File: src/rtl/phase_pair_pkg.sv
// Shared constants, mode enum and parameter sanity check for the phase pair generator.
package phase_pair_pkg;

  localparam int DEF_HALF_PERIOD = 60;
  localparam int DEF_PHASE_W     = 8;
  localparam int DEF_DWELL       = 1000;

  typedef enum logic {
    MODE_MANUAL = 1'b0,
    MODE_SWEEP  = 1'b1
  } mode_e;

  function automatic int period_of(int half_period);
    return 2 * half_period;
  endfunction

  // Phase register must hold every offset 0..PERIOD-1.
  function automatic bit phase_w_ok(int phase_w, int half_period);
    return (half_period >= 2) && ((1 << phase_w) >= period_of(half_period));
  endfunction

endpackage

File: src/rtl/phase_step_ctrl.sv
// Phase register with manual step pending flags, sweep dwell counter and wrap pulse.
module phase_step_ctrl
  import phase_pair_pkg::*;
#(
  parameter int HALF_PERIOD = DEF_HALF_PERIOD,
  parameter int PHASE_W     = DEF_PHASE_W,
  parameter int DWELL       = DEF_DWELL
) (
  input  logic               clk,
  input  logic               rst,
  input  logic               eop,
  input  logic               step_up,
  input  logic               step_dn,
  input  logic               sweep_en,
  output logic [PHASE_W-1:0] phase,
  output logic               sweep_wrap
);

  localparam int P    = period_of(HALF_PERIOD);
  localparam int DW_W = (DWELL > 1) ? $clog2(DWELL) : 1;
  localparam logic [PHASE_W-1:0] P_LAST  = PHASE_W'(P - 1);
  localparam logic [DW_W-1:0]    DW_LAST = DW_W'(DWELL - 1);

  mode_e              mode_q, mode_now;
  logic               up_pend, dn_pend, up_nx, dn_nx, up_any, dn_any, wrap_nx;
  logic [DW_W-1:0]    dwell, dwell_nx;
  logic [PHASE_W-1:0] phase_nx;

  assign mode_now = sweep_en ? MODE_SWEEP : MODE_MANUAL;

  always_ff @(posedge clk or posedge rst) begin
    if (rst) begin
      mode_q     <= MODE_MANUAL;
      up_pend    <= 1'b0;
      dn_pend    <= 1'b0;
      dwell      <= '0;
      phase      <= '0;
      sweep_wrap <= 1'b0;
    end else begin
      mode_q     <= mode_now;
      up_pend    <= up_nx;
      dn_pend    <= dn_nx;
      dwell      <= dwell_nx;
      phase      <= phase_nx;
      sweep_wrap <= wrap_nx;
    end
  end

  always_comb begin
    phase_nx = phase;
    up_nx    = up_pend;
    dn_nx    = dn_pend;
    dwell_nx = dwell;
    wrap_nx  = 1'b0;
    up_any   = up_pend | step_up;
    dn_any   = dn_pend | step_dn;
    // A mode change discards stale requests and restarts the dwell; phase is kept.
    if (mode_now != mode_q) begin
      up_nx    = 1'b0;
      dn_nx    = 1'b0;
      dwell_nx = '0;
    end else if (mode_q == MODE_SWEEP) begin
      if (eop) begin
        if (dwell == DW_LAST) begin
          dwell_nx = '0;
          phase_nx = (phase == P_LAST) ? '0 : phase + 1'b1;
          wrap_nx  = (phase == P_LAST);
        end else begin
          dwell_nx = dwell + 1'b1;
        end
      end
    end else if (eop) begin
      up_nx = 1'b0;
      dn_nx = 1'b0;
      if (up_any && !dn_any)
        phase_nx = (phase == P_LAST) ? '0 : phase + 1'b1;
      else if (dn_any && !up_any)
        phase_nx = (phase == '0) ? P_LAST : phase - 1'b1;
    end else begin
      up_nx = up_any;
      dn_nx = dn_any;
    end
  end

endmodule

File: src/rtl/phase_pair_gen.sv
// Two equal-frequency square waves; sig_out lags ref_out by a programmable phase.
module phase_pair_gen
  import phase_pair_pkg::*;
#(
  parameter int HALF_PERIOD = DEF_HALF_PERIOD,
  parameter int PHASE_W     = DEF_PHASE_W,
  parameter int DWELL       = DEF_DWELL
) (
  input  logic               clk,
  input  logic               rst,
  input  logic               en,
  input  logic               sweep_en,
  input  logic               step_up,
  input  logic               step_dn,
  output logic               ref_out,
  output logic               sig_out,
  output logic [PHASE_W-1:0] phase_cur,
  output logic               sweep_wrap
);

  localparam int P = period_of(HALF_PERIOD);
  localparam logic [PHASE_W-1:0] P_LAST = PHASE_W'(P - 1);
  localparam logic [PHASE_W:0]   P_EXT  = (PHASE_W + 1)'(P);
  localparam logic [PHASE_W:0]   HP_EXT = (PHASE_W + 1)'(HALF_PERIOD);

  if (!phase_w_ok(PHASE_W, HALF_PERIOD)) begin : g_bad_params
    $error("phase_pair_gen: PHASE_W too narrow or HALF_PERIOD < 2");
  end

  logic [PHASE_W-1:0] cnt, phase;
  logic [PHASE_W:0]   diff, d;
  logic               eop;

  assign eop = en && (cnt == P_LAST);

  phase_step_ctrl #(
    .HALF_PERIOD (HALF_PERIOD),
    .PHASE_W     (PHASE_W),
    .DWELL       (DWELL)
  ) u_ctrl (
    .clk        (clk),
    .rst        (rst),
    .eop        (eop),
    .step_up    (step_up),
    .step_dn    (step_dn),
    .sweep_en   (sweep_en),
    .phase      (phase),
    .sweep_wrap (sweep_wrap)
  );

  // One extra bit exposes the borrow; adding P back keeps d in 0..P-1 for any P.
  always_comb begin
    diff = {1'b0, cnt} - {1'b0, phase};
    d    = diff[PHASE_W] ? diff + P_EXT : diff;
  end

  always_ff @(posedge clk or posedge rst) begin
    if (rst) begin
      cnt       <= '0;
      ref_out   <= 1'b1;
      sig_out   <= 1'b1;
      phase_cur <= '0;
    end else if (en) begin
      cnt       <= (cnt == P_LAST) ? '0 : cnt + 1'b1;
      ref_out   <= ({1'b0, cnt} < HP_EXT);
      sig_out   <= (d < HP_EXT);
      phase_cur <= phase;
    end
  end

endmodule

File: config.mk
export PLATFORM = sky130hd
export DESIGN_NAME = phase_pair_gen
export DESIGN_NICKNAME = d
export VERILOG_FILES = /design/src/rtl/phase_pair_pkg.sv /design/src/rtl/phase_step_ctrl.sv /design/src/rtl/phase_pair_gen.sv
export SDC_FILE = /design/constraint.sdc
export NUM_CORES = 1
export LEC_CHECK = 0
export CAP_MARGIN = 20
export CORE_UTILIZATION = 30
export DETAILED_ROUTE_END_ITERATION = 16
export GPL_TIMING_DRIVEN = 0
export PLACE_DENSITY = 0.52
export SYNTH_ARGS = -nofsm -noshare
export SYNTH_HDL_FRONTEND = slang
export SYNTH_SLANG_ARGS = --single-unit
File: constraint.sdc
create_clock -name clk -period 3.1 [get_ports clk]
set_clock_uncertainty 0.05 [all_clocks]
set_input_delay 0.465 -clock clk [delete_from_list [all_inputs] [get_ports clk]]
set_output_delay 0.465 -clock clk [all_outputs]
set_load 0.05 [all_outputs]
# Yosys cells after proc, flatten, opt, wreduce, memory -nomap -nowiden
# Index checks and enable logic that the tools add are counted.
# word_totals
input_bits,6
output_inout_bits,11
wordCells,63
regBits,40
# classes
n_mux,25
n_lt_le_gt_ge,2
n_addsub,6
bitwise_logic,3
reduce_logical,11
eq_ne,6
# op_table
op,count
8-bit 2-to-1 mux,9
10-bit 2-to-1 mux,4
"8-bit by 1-bit adder with 8-bit output, second input constant",2
"8-bit by 7-bit == test with 1-bit output, second input constant",2
1-bit 2-to-1 mux,11
"10-bit by 1-bit adder with 10-bit output, second input constant",1
"10-bit == test, second input constant",1
"9-bit by 7-bit adder with 9-bit output, second input constant",1
"9-bit by 6-bit less-than comparator with 1-bit output, second input constant",1
9-bit 2-to-1 mux,1
8-bit by 8-bit subtractor with 9-bit output,1
8-bit logical NOT,1
"8-bit by 6-bit less-than comparator with 1-bit output, second input constant",1
"8-bit by 1-bit subtractor with 8-bit output, second input constant",1
"2-bit != test, second input constant",2
4-bit AND reduction,1
2-bit nonzero test,2
1-bit logical AND,3
3-bit nonzero test,1
1-bit logical NOT,2
1-bit bitwise OR,2
2-bit AND reduction,1
1-bit != test,1
1-bit inverter,1

# Logic depth before layout (Yosys ltp)
# Gate-level depths: netlist of the first run.
# depth
word_depth,7
ltp_mapped,13
mapped_depth_nobuf,11

# Cells and area by module
# A second synthesis of the first run with hierarchy kept.
# unflattened
cells_unflattened,311
area_unflattened_um2,2846.5
# modules_own_cells
mod,seq_area_each_um2,cells_each,area_per_inst_um2,instances
phase_step_ctrl,550.5,167,1472.7,1
phase_pair_gen,452.9,144,1373.8,1

# Least setup slack after synthesis of the first run
# OpenSTA, ideal clock, no wires.
# synth_timing
path_type,register -> register
startpoint,reg u_ctrl.phase[2]
endpoint,reg sig_out
n_path_buf,2
t_required_ns,2.953
arrival_time_ns,2.605
stages_incl_launch_ff,13
setup_time_ns,0.097
synth_period_minus_slack_ns,2.752
slack_ns,0.348
path_cell_list,dfrtp_1 -> clkbuf_1 -> inv_1 -> ha_1 -> a21o_1 -> a31o_1 -> buf_6 -> a21oi_1 -> xor2_1 -> ha_1 -> a221oi_1 -> a211oi_2 -> o41ai_2
# synth_via
elab_chain_cells,4
# synth_lines
item,line,text
"start, declared",phase_step_ctrl.sv:15,"output logic [PHASE_W-1:0] phase,"
"start signal, assigned",phase_step_ctrl.sv:44,phase <= phase_nx;
8-bit by 8-bit subtractor with 9-bit output (*),phase_pair_gen.sv:53,"diff = {1'b0, cnt} - {1'b0, phase};"
9-bit by 7-bit adder with 9-bit output,phase_pair_gen.sv:54,d = diff[PHASE_W] ? diff + P_EXT : diff;
9-bit 2-to-1 mux (*),phase_pair_gen.sv:54,
9-bit by 6-bit less-than comparator with 1-bit output (*),phase_pair_gen.sv:66,sig_out <= (d < HP_EXT);
"end signal, assigned",phase_pair_gen.sv:66,
"end, declared",phase_pair_gen.sv:16,"output logic sig_out,"
# Mark *: on every way between the ends. The rest lies on a longest branch, timed or not.
# A chain may end at the register's enable or synchronous reset.

# Worst setup path in the final report of the first run
# Ends and elaborated chain as after synthesis.

==> summary.txt, run 1 <==
Global routing
  • Number of global-route vias before repair: 2292
  • Overflow after GRT: 0
  • Initial antenna violation count: 0
  • All-Layer GR Usage: 0.139
  • First-pass GRT wire length: 10800 um
  • Pin count of the biggest net entering global routing: 41

Critical path
  • CP Max Fanout: 10
  • CP peak stage delay: 0.51 ns
  • Worst setup path category: register to register
  • Slowest stage cell, crit path: dfrtp_1
  • Crit path launch type: register
  • Worst Setup End Kind: register
  • WP data required: 3.25 ns
  • Cell mode on critical path: ha_1
  • CP Cell Sequence: inv_1, ha_1, a21o_1, a31o_1, buf_6, a21oi_1, xor2_1, ha_1, a221oi_1, a211oi_2, o41ai_2
  • Data arrival, critical path: 3.03 ns

Pwr
  • Max IR drop VDD: 0.191 mV
  • Int Power: 1.19 mW
  • Leak pwr: 1.26 nW
  • Psw: 0.784 mW
  • Sequential Power Share: 0.340
  • Switching portion of total power: 0.398
  • Pwr Total: 1.97 mW
  • P per Cell Area: 635 mW/mm^2
  • Comb power frac: 0.470
  • Clock share of power: 0.190

STA
  • Post-layout minimum cycle time: 2.88 ns
  • Finish-stage setup viols: 0
  • Post-route setup TNS: 0 ns
  • Max Fclk: 347 MHz
  • Worst-Margin Slew: 0.947 ns
  • RSZ-0062 raised after global routing: no
  • Rel. slew slack: 0.364
  • Final Cycle Share: 0.930
  • Final Max Slew Viols: 0
  • Final hold vios: 0

Final layout
  • Post-route insts no fill: 433
  • N_diodes: 0
  • Area Growth Syn to Fin: 13.8%
  • Most common cell after layout, fill and taps aside: dfrtp_1
  • Finished Cell Area: 0.00310 mm^2
  • Fin nets: 346
  • Most frequent cells in the layout: dfrtp_1, o21ai_0, nor2_1, nand2_1, ha_1
  • Layout cells sized above 1: 0.132

Placed design
  • RD Place Congestion: 0.880
  • Cell area after placement: 0.00301 mm^2
  • I/O Buffers: 15
  • Post-Place Cells: 427
  • Detailed placer's ending HPWL: 4490 um

Drt
  • Met3 WL: 177 um
  • Via count of the routed design: 2272
  • Drt first pass iters: 4
  • WL met2: 2820 um
  • Top layer in use: met4
  • Via density: 5.25
  • Post-DRT Antenna Nets: 0
  • Final WL: 6130 um
  • Drc violations: 0
  • Wirelength per Cell: 14.2 um
  • DRT iter0 DRCs: 101
  • M1 wire length: 3110 um

Logic synthesis
  • Avg Cell Area, Syn: 8.98 um^2
  • Async SR Flop Fraction: 1.00
  • Top cell type by total area after synthesis: dfrtp_1
  • Net Count, Synth: 326
  • Synth top area cells: dfrtp_1, ha_1, o21ai_0
  • Synth cell types: 67
  • Syn Inst Count: 304
  • Synth Register Bits: 40
  • Post-synthesis instance area: 0.00273 mm^2
  • Primary FF master, synth: dfrtp_1
  • EDFF count, synth: 0
  • Yosys warns: 0
  • Top cell type's share of synthesized area: 0.348
  • Sequential area share after synthesis: 0.368

Floorplanning
  • Die area: 0.00948 mm^2
  • Die H: 97.4 um
  • Core region area: 0.00876 mm^2
  • I/O pin count: 17
  • Die Span X: 97.4 um
  • Cell Rows: 34
  • Initial Util: 0.311

Clock network
  • Clock latency on the worst-skew pair: 0.29 ns
  • Post-CTS Setup Bufs: 0
  • Resize count post-CTS: 0
  • Hold Buf Count CTS: 0
  • Clock root cell: clkbuf_8
  • CTS tree: done
  • Clock transition at path regs: 0.08 ns
  • Num CTS Buffers: 5
  • CTS H-tree lvls: 2
  • Max clock buf depth: 2
  • Clock sinks: 40

Status
  • Outcome: completed

Job
  • Max-Cap Viols: 0

Worst hold path
  • Hold WC Path Type: register to register
==> power by group through the flow <==
stage | combinational [mW] | clock, mW | sequential [mW]
global placement | 0.909 | 0 | 0.679
floorplan | 0.724 | 0 | 0.693
CTS | 0.926 | 0.392 | 0.672
detailed placement | 0.919 | 0 | 0.682
global route | 1.04 | 0.415 | 0.688
finish | 0.926 | 0.374 | 0.670
==> Yosys cell counts, types with 3 or more instances <==
library cell   n
a21oi_1       10
a22oi_1        3
and2_1         3
and3_1         4
buf_2          3
clkbuf_1       9
dfrtp_1       38
ha_1          16
inv_1         16
mux2_2         9
nand2_1       22
nand2b_1       4
nand3_1       15
nand4_1        4
nor2_1        27
nor3_1        10
nor3b_1        3
nor4_1         3
o21ai_0       29
o21ai_1        4
o31ai_1        3
or2_2          3
xnor2_1        6
xor2_1         8
==> worst paths after layout <==
path	depth (start not counted)	end	start	slack, ns
worst max-delay path	11	sig_out	u_ctrl.phase[2]	0.22
worst min-delay path	1	u_ctrl.dwell[8]	u_ctrl.dwell[8]	0.42
worst max register to register	11	sig_out	u_ctrl.phase[2]	0.22
worst min register to register	1	u_ctrl.dwell[8]	u_ctrl.dwell[8]	0.42
max in group asynchronous	2	cnt[3]	rst	1.86
min in group asynchronous	2	u_ctrl.phase[4]	rst	0.61
==> routing by layer <==
metal	vias up	global-route usage
met5	-	0
met4	0	0.0271
met3	2	0.0237
met2	40	0.227
met1	1088	0.192
li1	1142	-
==> area by class of cell <==
cell class	instances	area (um^2)
Multi-Input combinational cell	233	1590
Clock inverter	2	15.0
Inverter	17	63.8
Fill cell	928	5660
Sequential cell	40	1000
Timing Repair Buffer	15	150
Clock buffer	6	82.6
Buffer	12	60.1
Tap cell	108	135
==> registers in the layout, indices dropped and copies added (netlist names) <==
name	count
u_ctrl.mode_q	1
sig_out	1
u_ctrl.sweep_wrap	1
cnt	8
u_ctrl.phase	8
phase_cur	8
ref_out	1
u_ctrl.dwell	10
u_ctrl.dn_pend	1
u_ctrl.up_pend	1
==> metrics by stage <==
stage / utilization / setup slack, ns / hold slack, ns
CTS: 0.355 / 0.0625 / 0.427
global route: 0.354 / 0.0109 / 0.461
detailed placement: 0.344 / 0.0646 / 0.413
global placement: 0.344 / 0.0622 / 0.415
finish: 0.354 / 0.217 / 0.423
floorplan: - / 0.348 / 0.388
==> cell families after synthesis <==
family | synth area share
muxes | 0.0371
DFF | 0.368
and+or+nand+nor | 0.244
AOI/OAI and AO/OA | 0.185
xor gates and xnor gates | 0.0449
buffers and inverters | 0.0481
adders and majority gates | 0.0734
==> critical path, delay by kind of cell, from the launching register on <==
| family | cells | cell delay (ns) |
|---|---|---|
| AO/OA/AOI/OAI | 6 | 1.29 |
| flip-flops | 1 | 0.51 |
| XOR/XNOR | 1 | 0.09 |
| buffers and inverters | 2 | 0.28 |
| adder cells (fa/ha/maj) | 2 | 0.57 |
Power figures use the tool's default switching activity.
==> inputs of run 2 (changes only) <==
--- a/config.mk
+++ b/config.mk
@@ -6,10 +6,12 @@
 export NUM_CORES = 1
 export LEC_CHECK = 0
 export CAP_MARGIN = 20
+export CORE_MARGIN = 3
 export CORE_UTILIZATION = 30
 export DETAILED_ROUTE_END_ITERATION = 16
+export DONT_BUFFER_PORTS = 1
 export GPL_TIMING_DRIVEN = 0
-export PLACE_DENSITY = 0.52
+export PLACE_DENSITY = 0.5
 export SYNTH_ARGS = -nofsm -noshare
 export SYNTH_HDL_FRONTEND = slang
 export SYNTH_SLANG_ARGS = --single-unit
==> run 2 against run 1 <==
- non-clock buffer count shrank 15
- critical path depth is the same
- worst hold slack lost 0.27 ns
- clock power grew 17%
- maximum frequency shrank 1.3%
- combinational power shrank 7.2%
- die area grew 8.4%
- total power grew 1.5%
- critical path type unchanged
==> summary.txt, run 2 (synthesis gave the netlist of run 1 again) <==
Final layout
  • Core Util, Final: 0.339 (was 0.354)
  • Fin nets: 331 (was 346)
  • Top reg by flops: u_ctrl.dwell (unchanged)
  • FILL cells: 913 (was 928)
  • Sequential standard cell area: 0.00100 mm^2 (unchanged)
  • N_diodes: 0 (unchanged)
  • Area Growth Syn to Fin: 8.76% (was 13.8%)
  • Most common cell after layout, fill and taps aside: dfrtp_1 (unchanged)
  • Post-route insts no fill: 418 (was 433)
  • Multi-input logic area: 0.00159 mm^2 (unchanged)
  • Layout cells sized above 1: 0.139 (was 0.132)
  • Max reg flops: 10 (unchanged)
  • Most frequent cells in the layout: dfrtp_1, o21ai_0, nor2_1, nand2_1, ha_1 (unchanged)

Floorplanning
  • Die area: 0.0103 mm^2 (was 0.00948 mm^2)
  • Core region area: 0.00876 mm^2 (unchanged)
  • Initial Util: 0.311 (unchanged)
  • Die Span X: 101 um (was 97.4 um)
  • I/O pin count: 17 (unchanged)
  • Cell Rows: 34 (unchanged)
  • Die H: 101 um (was 97.4 um)

Critical path
  • CP peak stage delay: 0.53 ns (was 0.51 ns)
  • CP Cell Sequence: inv_1, ha_1, a21o_1, a31o_1, buf_6, a21oi_1, xor2_1, ha_1, a221oi_1, a211oi_2, o41ai_2 (unchanged)
  • Worst setup path category: register to register (unchanged)
  • WP data required: 3.26 ns (was 3.25 ns)
  • Data arrival, critical path: 3.08 ns (was 3.03 ns)
  • WP depth: 11 (unchanged)
  • Cell mode on critical path: ha_1 (unchanged)
  • Buf+Inv Stages, Crit Path: 2 (unchanged)
  • Worst Setup End Kind: register (unchanged)
  • FF-to-FF setup slack: 0.18 ns (was 0.22 ns)
  • CP Max Fanout: 10 (unchanged)
  • Slowest stage cell, crit path: dfrtp_1 (unchanged)
  • Top delay family on crit path: compound AO/OA/AOI/OAI gates (unchanged)
  • Critical R2R Capture: sig_out (unchanged)
  • R2R cell count: 11 (unchanged)
  • Crit path launch type: register (unchanged)
  • Worst setup path endpoint: sig_out (unchanged)
  • Origin of the worst setup path: u_ctrl.phase[2] (unchanged)
  • Worst r2r src: u_ctrl.phase[2] (unchanged)

Global routing
  • All-Layer GR Usage: 0.124 (was 0.139)
  • First-pass GRT wire length: 10300 um (was 10800 um)
  • Overflow after GRT: 0 (unchanged)
  • Number of global-route vias before repair: 2075 (was 2292)
  • Initial antenna violation count: 0 (unchanged)
  • Pin count of the biggest net entering global routing: 41 (unchanged)

Placed design
  • Post-Place Cells: 412 (was 427)
  • Detailed placer's ending HPWL: 4440 um (was 4490 um)
  • RD Place Congestion: 0.839 (was 0.880)
  • I/O Buffers: 0 (was 15)

Clock network
  • Clock root cell: clkbuf_8 (unchanged)
  • CTS H-tree lvls: 2 (unchanged)
  • Max clock buf depth: 2 (unchanged)
  • Hold Buf Count CTS: 0 (unchanged)
  • Resize count post-CTS: 0 (unchanged)
  • Clock sinks: 40 (unchanged)
  • CTS tree: done (unchanged)
  • Clock transition at path regs: 0.09 ns (was 0.08 ns)
  • Clock latency on the worst-skew pair: 0.30 ns (was 0.29 ns)
  • Post-CTS Setup Bufs: 0 (unchanged)
  • Num CTS Buffers: 5 (unchanged)

Pwr
  • Max IR drop VDD: 0.224 mV (was 0.191 mV)
  • Pwr Total: 2.00 mW (was 1.97 mW)
  • Leak pwr: 1.22 nW (was 1.26 nW)
  • P per Cell Area: 674 mW/mm^2 (was 635 mW/mm^2)

STA
  • Post-route setup TNS: 0 ns (unchanged)
  • Rel. slew slack: 0.365 (was 0.364)
  • Final hold vios: 0 (unchanged)
  • Final Cycle Share: 0.942 (was 0.930)
  • RSZ-0062 raised after global routing: no (unchanged)
  • Final Max Slew Viols: 0 (unchanged)
  • Worst-Margin Slew: 0.945 ns (was 0.947 ns)
  • Finish-stage setup viols: 0 (unchanged)
  • Max Fclk: 342 MHz (was 347 MHz)
  • Post-layout minimum cycle time: 2.92 ns (was 2.88 ns)

Worst hold path
  • Hold WC Path Type: input port to register (was register to register)

Drt
  • Via density: 5.28 (was 5.25)
  • Via count of the routed design: 2209 (was 2272)
  • Post-DRT Antenna Nets: 0 (unchanged)
  • Drc violations: 0 (unchanged)
  • Wirelength per Cell: 14.6 um (was 14.2 um)
  • Drt first pass iters: 4 (unchanged)
  • DRT iter0 DRCs: 79 (was 101)
  • Final WL: 6120 um (was 6130 um)

Job
  • Max-Cap Viols: 0 (unchanged)

Status
  • Outcome: completed (unchanged)
[run 2: changes by cell type in the layout (fill, tap and decap cells not counted), sizes merged]
cell	before	now
bufinv	0	1
clkbuf	13	12
clkdlybuf4s50	15	0
clkinv	0	1
clkinvlp	2	1
[run 2: worst min-delay path by stage]
stage,startpoint,end,cells after the start
after floorplan,u_ctrl.dwell[8],u_ctrl.dwell[8],1
after detailed placement,u_ctrl.dwell[8],u_ctrl.dwell[8],1
final,sweep_en,u_ctrl.mode_q,0
after global placement,u_ctrl.dwell[8],u_ctrl.dwell[8],1
after CTS,sweep_en,u_ctrl.mode_q,0
after global routing,sweep_en,u_ctrl.mode_q,0
[run 2: through the flow]
| step | hold slack (ns) | cell area [um^2] | setup WS, ns |
|---|---|---|---|
| 2_1_floorplan | 0.388 | 2730 | 0.348 |
| 3_3_place_gp | 0.416 | 2860 | 0.0829 |
| 3_5_place_dp | 0.417 | 2860 | 0.0604 |
| 4_1_cts | 0.139 | 2980 | 0.0258 |
| 5_1_grt | 0.129 | 2970 | 0.00374 |
| 6_report | 0.149 | 2970 | 0.180 |
[run 2: layout make-up]
class / count / area share
multi-input cells: 233 / 0.537
flip-flops and latches: 40 / 0.338
well taps: 108 / 0.0455
clock buffers: 5 / 0.0232
inverters: 17 / 0.0215
plain buffers: 12 / 0.0202
clock inverters: 3 / 0.0143
[run 2: routing by layer]
metal  global-route usage  part of all wire  wire, um
met5                    0                 0         0
met3               0.0337             0.047       290
met2                0.190              0.45      2730
met1                0.175              0.50      3060
met4               0.0297            0.0072        44
[run 2: where the power goes]
part	switching [mW]	total [mW]	internal (mW)	leakage [nW]
Combinational	0.469	0.859	0.389	0.653
Clock	0.200	0.439	0.239	0.0541
Sequential	0.106	0.703	0.596	0.512
